File: config.mk
export PLATFORM = sky130hd
export DESIGN_NAME = imem_boot_loader_flat
export DESIGN_NICKNAME = d
export VERILOG_FILES = /design/src/rtl/imem_boot_loader_if.sv /design/src/rtl/imem_boot_loader.sv /design/src/flat_wrapper.sv
export SDC_FILE = /design/constraint.sdc
export NUM_CORES = 1
export LEC_CHECK = 0
export BUFFER_PORTS_ARGS = -buffer_cell sky130_fd_sc_hd__buf_2
export CAP_MARGIN = 20
export CORE_MARGIN = 1
export CORE_UTILIZATION = 45
export DETAILED_ROUTE_END_ITERATION = 10
export PLACE_DENSITY_LB_ADDON = 0.2
export SYNTH_ARGS = -nofsm -noshare
export SYNTH_HDL_FRONTEND = slang
export SYNTH_SLANG_ARGS = --single-unit
File: constraint.sdc
create_clock -name clock -period 2.8 [get_ports clock]
set_input_delay 0.56 -clock clock [delete_from_list [all_inputs] [get_ports clock]]
set_output_delay 0.56 -clock clock [all_outputs]
set_load 0.05 [all_outputs]
File: src/rtl/imem_boot_loader_if.sv
// imem_boot_loader_if: byte stream, imem write port and status bundle of the boot loader
interface imem_boot_loader_if;
  logic [7:0] in_data;
  logic in_valid;
  logic in_ready;
  logic [11:0] imem_address;
  logic [31:0] imem_data;
  logic imem_wren;
  logic proc_reset;
  logic busy;
  logic done;
  logic error;
  logic [12:0] words_loaded;
  modport master (
    input in_data, in_valid,
    output in_ready, imem_address, imem_data, imem_wren, proc_reset, busy, done, error, words_loaded
  );
  modport slave (
    output in_data, in_valid,
    input in_ready, imem_address, imem_data, imem_wren, proc_reset, busy, done, error, words_loaded
  );
endinterface

File: src/rtl/imem_boot_loader.sv
// imem_boot_loader: writes a checksummed byte-stream image into imem, then releases proc_reset
module imem_boot_loader (
  input logic clock,
  input logic reset,
  imem_boot_loader_if.master bus
);
  localparam logic [7:0] SYNC_BYTE = 8'hA5;
  localparam logic [2:0] IDLE = 3'd0, LEN_LO = 3'd1, LEN_HI = 3'd2, DATA = 3'd3,
                         WRITE = 3'd4, CSUM = 3'd5, DONE = 3'd6, ERROR = 3'd7;
  logic [2:0] state;
  logic [7:0] sum, len_lo;
  logic [12:0] len, k, n, k_next;
  logic [1:0] cnt;
  logic [31:0] word;
  logic fire;
  always_comb begin
    n = {bus.in_data[4:0], len_lo};
    k_next = k + 13'd1;
    fire = bus.in_valid && bus.in_ready;
  end
  // outputs decode from state alone, so reset drops an in-flight write at once
  assign bus.in_ready = state != WRITE && state != DONE;
  assign bus.imem_wren = state == WRITE;
  assign bus.imem_address = k[11:0];
  assign bus.imem_data = word;
  assign bus.proc_reset = state != DONE;
  assign bus.busy = state >= LEN_LO && state <= CSUM;
  assign bus.done = state == DONE;
  assign bus.error = state == ERROR;
  assign bus.words_loaded = k;
  always_ff @(posedge clock or posedge reset)
    if (reset) begin
      state <= IDLE;
      sum <= 8'd0;
      len_lo <= 8'd0;
      len <= 13'd0;
      k <= 13'd0;
      cnt <= 2'd0;
      word <= 32'd0;
    end else
      case (state)
        IDLE, ERROR: if (fire && bus.in_data == SYNC_BYTE) begin
          state <= LEN_LO;
          sum <= 8'd0;
          k <= 13'd0;
        end
        LEN_LO: if (fire) begin
          len_lo <= bus.in_data;
          sum <= bus.in_data;
          state <= LEN_HI;
        end
        LEN_HI: if (fire) begin
          sum <= sum + bus.in_data;
          len <= n;
          cnt <= 2'd0;
          state <= (n == 13'd0 || n > 13'd4096) ? ERROR : DATA;
        end
        DATA: if (fire) begin
          sum <= sum + bus.in_data;
          word <= {bus.in_data, word[31:8]};
          cnt <= cnt + 2'd1;
          state <= cnt == 2'd3 ? WRITE : DATA;
        end
        WRITE: begin
          k <= k_next;
          state <= k_next == len ? CSUM : DATA;
        end
        CSUM: if (fire) state <= bus.in_data == sum ? DONE : ERROR;
        default: ;
      endcase
endmodule

File: src/flat_wrapper.sv
// flat-port wrapper written by rule: the top's interface ports become plain ports
module imem_boot_loader_flat 
  (clock, reset, bus_in_data, bus_in_valid, bus_in_ready, bus_imem_address, bus_imem_data, bus_imem_wren, bus_proc_reset, bus_busy, bus_done, bus_error, bus_words_loaded);
  imem_boot_loader_if bus_i ();
  input logic clock;
  input logic reset;
  input wire logic [$bits(bus_i.in_data)-1:0] bus_in_data;
  input wire logic [$bits(bus_i.in_valid)-1:0] bus_in_valid;
  output wire logic [$bits(bus_i.in_ready)-1:0] bus_in_ready;
  output wire logic [$bits(bus_i.imem_address)-1:0] bus_imem_address;
  output wire logic [$bits(bus_i.imem_data)-1:0] bus_imem_data;
  output wire logic [$bits(bus_i.imem_wren)-1:0] bus_imem_wren;
  output wire logic [$bits(bus_i.proc_reset)-1:0] bus_proc_reset;
  output wire logic [$bits(bus_i.busy)-1:0] bus_busy;
  output wire logic [$bits(bus_i.done)-1:0] bus_done;
  output wire logic [$bits(bus_i.error)-1:0] bus_error;
  output wire logic [$bits(bus_i.words_loaded)-1:0] bus_words_loaded;
  assign bus_i.in_data = bus_in_data;
  assign bus_i.in_valid = bus_in_valid;
  assign bus_in_ready = bus_i.in_ready;
  assign bus_imem_address = bus_i.imem_address;
  assign bus_imem_data = bus_i.imem_data;
  assign bus_imem_wren = bus_i.imem_wren;
  assign bus_proc_reset = bus_i.proc_reset;
  assign bus_busy = bus_i.busy;
  assign bus_done = bus_i.done;
  assign bus_error = bus_i.error;
  assign bus_words_loaded = bus_i.words_loaded;
  imem_boot_loader u_core (.clock(clock), .reset(reset), .bus(bus_i));
endmodule
After elaboration in Yosys (flattened, before gate mapping)
Index checks and enable logic that the tools add are counted.
Storage, ports and cells
  register bits: 79
  input port bits: 11
  word-level logic and storage cells: 71
Cells by class
  add/sub/neg operators: 3
  $lt $le $gt $ge: 3
  equality and inequality tests: 19
  mux-type cells: 19
  reduce and logical (&&, ||, !) cells: 20
Operator list (count)
  $pmux 13 s2: 1
  $mux 3: 8
  $mux 8: 3
  $pmux 8 s3: 1
  $pmux 3 s6: 1
  $add 13x1->13 const B: 1
  $eq 13x13->1: 1
  $gt 13x13->1 const B: 1
  $logic_not 13->1: 1
  $mux 13: 1
  $eq 3x3->1 const B: 4
  $ne 2x1->1 const B: 6
  $add 8x8->8: 1
  $eq 8x8->1: 1
  $eq 8x8->1 const B: 1
  $reduce_and 2->1: 4
  $eq 3x2->1 const B: 2
  $ne 3x3->1 const B: 2
  $reduce_and 6->1: 1
  $reduce_bool 6->1: 1
  $logic_and 1x1->1: 4
  $mux 2: 2
  $pmux 2 s2: 1
  $reduce_and 4->1: 1
  other kinds (12): 14

Logic depth before layout (Yosys ltp)
  depth after elaboration: 6
  mapped depth: 10
  mapped depth without buffers: 8

Least setup slack after synthesis
OpenSTA, ideal clock, no wires.
  path type: flip-flop to flip-flop
  start: register u_core.k[0], in the netlist u_core.bus.words_loaded[0]
  end: register u_core.state[1]
  library setup time: 0.119 ns
  data arrival time: 2.430 ns
  setup slack: 0.251 ns
  stages on the path, launching flop included: 8
  path buffers: 0
  clock period less this slack: 2.549 ns
  path through: dfrtp_1 -> ha_1 -> nand3_1 -> nor2_1 -> nor4b_1 -> o2111ai_1 -> or4_1 -> a21o_1
On the way
  longest elaborated chain between the ends: 4
RTL lines
  start: declaration: line imem_boot_loader.sv:12  | logic [12:0] len, k, n, k_next;
  start signal: assignment: line imem_boot_loader.sv:65  | k <= k_next;
  $add 13x1->13: line imem_boot_loader.sv:18  | k_next = k + 13'd1;
  $eq 13x13->1: line imem_boot_loader.sv:66  | state <= k_next == len ? CSUM : DATA;
  $mux 3: line imem_boot_loader.sv:66
  $pmux 3 s6: line imem_boot_loader.sv:41  | case (state)
  end signal: assignment: line imem_boot_loader.sv:62  | state <= cnt == 2'd3 ? WRITE : DATA;
  end signal: assignment: line imem_boot_loader.sv:66
  end signal: assignment: line imem_boot_loader.sv:68  | CSUM: if (fire) state <= bus.in_data == sum ? DONE : ERROR;
  end: declaration: line imem_boot_loader.sv:10  | logic [2:0] state;
No other way between the ends.
A chain may end at the register's enable or synchronous reset.

Worst setup path after layout
Ends and elaborated chain as after synthesis.

==> qor.csv <==
metric,value,unit
netlist_area,0.00415,mm²
post-place-ws,184,ps
slew_violations,0,
r2r-end,u_core.state[1],
synth_ff_type,dfrtp_1,
nFillCells,794,
path_class,reg -> reg,
status,"complete, but fails checks",
port_buffers,73,
cap_viol_max_count,0,
p_int,2.53,mW
synth_edf_count,0,
ys_async_sr_fraction,100,%
place_congestion,0.907,
grt_pass1_vias,3061,
num_antenna_cells,0,
pwr-share-seq,35.0,%
dp_hpwl,6.73,mm
drt-total-wl,9.41,mm
worstSetupStartpointType,flop,
vdd_drop_max,571,µV
path_max_fanout,7,
synth_xor_area_share,4.64,%
syn2layout_area_growth,15.6,%
drive_above_1_share,33.3,%
die_y,98.0,µm
grt_max_degree,49,
cts_tree,done,
p_comb_share,43.7,%
tns,0,ps
syn-num-nets,420,
synth_top_family_by_area,multiplexers,
worst_setup_path_end_kind,flop,
synthTopCellsByArea,"dfrtp_1, mux2_2, o21ai_0, nand2_1, ha_1",
cts.root.buffer_cell,clkbuf_8,
grt-ovfl-total,0,
cts_buffers,9,
ys_ff_latch,79,
yosysTopAreaCell,dfrtp_1,
rr_startpoint,u_core.bus.words_loaded[0],
synth_top_cell_area_share,47.6,%
grt_pass1_wl,15.4,mm
yosysSeqAreaShare,47.6,%
ant_nets,0,
postCtsSetupBuffers,0,
leakage,2.40,nW
p_switching,2.14,mW
final_net_count,484,
post-route-period-util,92.3,%
synth.most_common_cell,dfrtp_1,
vias,3286,
first_pass_iters,10,
slew_headroom,44.5,%
synth_mux_area_share,13.8,%
synthTopCellsByCount,"dfrtp_1, mux2_2, nand2_1",
die_x,98.0,µm
wire_per_inst,16.3,µm
syn-instance-count,399,
p_total,4.68,mW
synth_cell_types,51,
post-route-util,54.5,%
placed_area,0.00456,mm²
violations,design-rule violations,
reg2regPathDepth,7,
rows,34,
required,3050,ps
syn_area_per_cell,10.4,µm²
rsz0062_at_grt,no,
core-area,0.00881,mm²
yosysWarnings,0,
powerDensity,975,mW/mm²
layout_min_cycle_time,2580,ps
synth_compound_area_share,13.1,%
worst_slack,216,ps
switching_share,45.8,%
fmax,0.387,GHz
arrival,2840,ps
setup_violations,0,
hold_path_class,in -> async,
cts.sinks,79,
routed_via_density,5.70,
power_frac_clock,21.3,%
hold_viol_final,0,
yosys.area_share.adder,3.20,%
die_area,0.00961,mm²
first_iter_violations,160,
clock_path_buffers,2,
clkTransAtPathRegs,90,ps
io_pins,74,
cts.hold.buffers_added,0,
clock_skew,13.8,ps
synth_simple_gate_area_share,12.0,%
fin_area,0.00480,mm²
reg2reg_slack,220,ps
start_util,47.1,%
h-tree-depth,3,
track_usage,20.4,%
antenna_found_initial,0,
clk_latency,360,ps
drc,7,
worst_slew_pin_slew,832,ps
[power by group through the flow]
| stage | Clock (mW) | Sequential [mW] | Combinational [mW] |
|---|---|---|---|
| after detailed placement | 0 | 1.65 | 2.03 |
| after CTS | 1.02 | 1.63 | 2.04 |
| after global placement | 0 | 1.65 | 2.00 |
| after global routing | 1.07 | 1.68 | 2.20 |
| after floorplan | 0 | 1.96 | 1.33 |
| final | 0.995 | 1.64 | 2.05 |
[layer usage]
| metal | up-vias | wire length, µm | track usage [%] |
|---|---|---|---|
| li1 | 1549 | - | - |
| met1 | 1628 | 4390 | 28.1 |
| met2 | 94 | 4490 | 31.9 |
| met3 | 15 | 393 | 3.72 |
| met4 | 0 | 137 | 7.93 |
| met5 | - | 0 | 0 |
[per-stage QoR]
stage               hold slack [ps]  cells
finish                          331    576
CTS                             345    576
floorplan                       443    399
detailed placement              464    560
global placement                453    560
global route                    397    576
[worst max path at each step]
stage	startpoint	endpoint	slack, ps	depth (start not counted)
after floorplan	reset	u_core.bus.imem_data[0]	220	1
after detailed placement	u_core.bus.words_loaded[0]	u_core.state[1]	180	7
after CTS	u_core.bus.words_loaded[0]	u_core.state[1]	130	7
after global placement	u_core.bus.words_loaded[0]	u_core.state[1]	210	7
after global routing	u_core.bus.words_loaded[0]	u_core.state[1]	100	7
final	u_core.bus.words_loaded[0]	u_core.state[1]	220	7
[worst max-delay path: stages, from the launching register on]
cell and delay [ps]:
dfrtp_1 460, ha_1 320, nand3_1 230, nor2_2 320, nor4b_1 320, o2111ai_1 150, or4_1 470, a21o_1 200
[state kept, by name, summed over array words and instances, names as in the netlist]
register	count
u_core.bus.words_loaded	13
u_core.bus.imem_data	32
u_core.len	13
u_core.sum	8
u_core.len_lo	8
u_core.state	3
u_core.cnt	2
[layout by cell type (no fill, tap or decap), types with 3 or more instances in the layout]
| cell | count |
|---|---|
| nor3_1 | 8 |
| buf_4 | 11 |
| dfrtp_1 | 79 |
| inv_1 | 13 |
| nand3_1 | 7 |
| buf_2 | 73 |
| nor4_1 | 4 |
| ha_1 | 9 |
| a31oi_1 | 4 |
| o21ai_0 | 31 |
| clkbuf_8 | 9 |
| a22o_1 | 3 |
| nand2_1 | 37 |
| nand4_1 | 7 |
| a21oi_1 | 12 |
| nor2_1 | 26 |
| xnor2_1 | 12 |
| xor2_1 | 10 |
| nor2b_1 | 3 |
| mux2_2 | 50 |
| o21bai_1 | 4 |
| a22oi_1 | 5 |
| o22ai_1 | 3 |
| o31ai_1 | 7 |
[area by class of cell]
type / instances / area (µm²) / share of cell area [%]
sequential: 79 / 1980 / 41.2
clock buffer: 9 / 124 / 2.58
timing repair buffer: 84 / 448 / 9.34
tap: 108 / 135 / 2.82
multi-input combinational: 274 / 1950 / 40.6
inverter: 15 / 57.6 / 1.20
clock inverter: 7 / 109 / 2.27
[cells by family (layout without fill, tap and decap cells)]
kind of cell | after synthesis | after routing
compound gates | 86 | 86
xor+xnor | 22 | 22
fa+ha+maj | 10 | 10
buf+inv | 46 | 115
flops | 79 | 79
mux | 51 | 51
simple gates | 105 | 105
[repair_timing]
action,in CTS,in global routing
endpoints found under the setup margin,0,8
resized for setup,0,2
endpoints found under the hold margin,0,0
(Power assumes the default switching activity.)
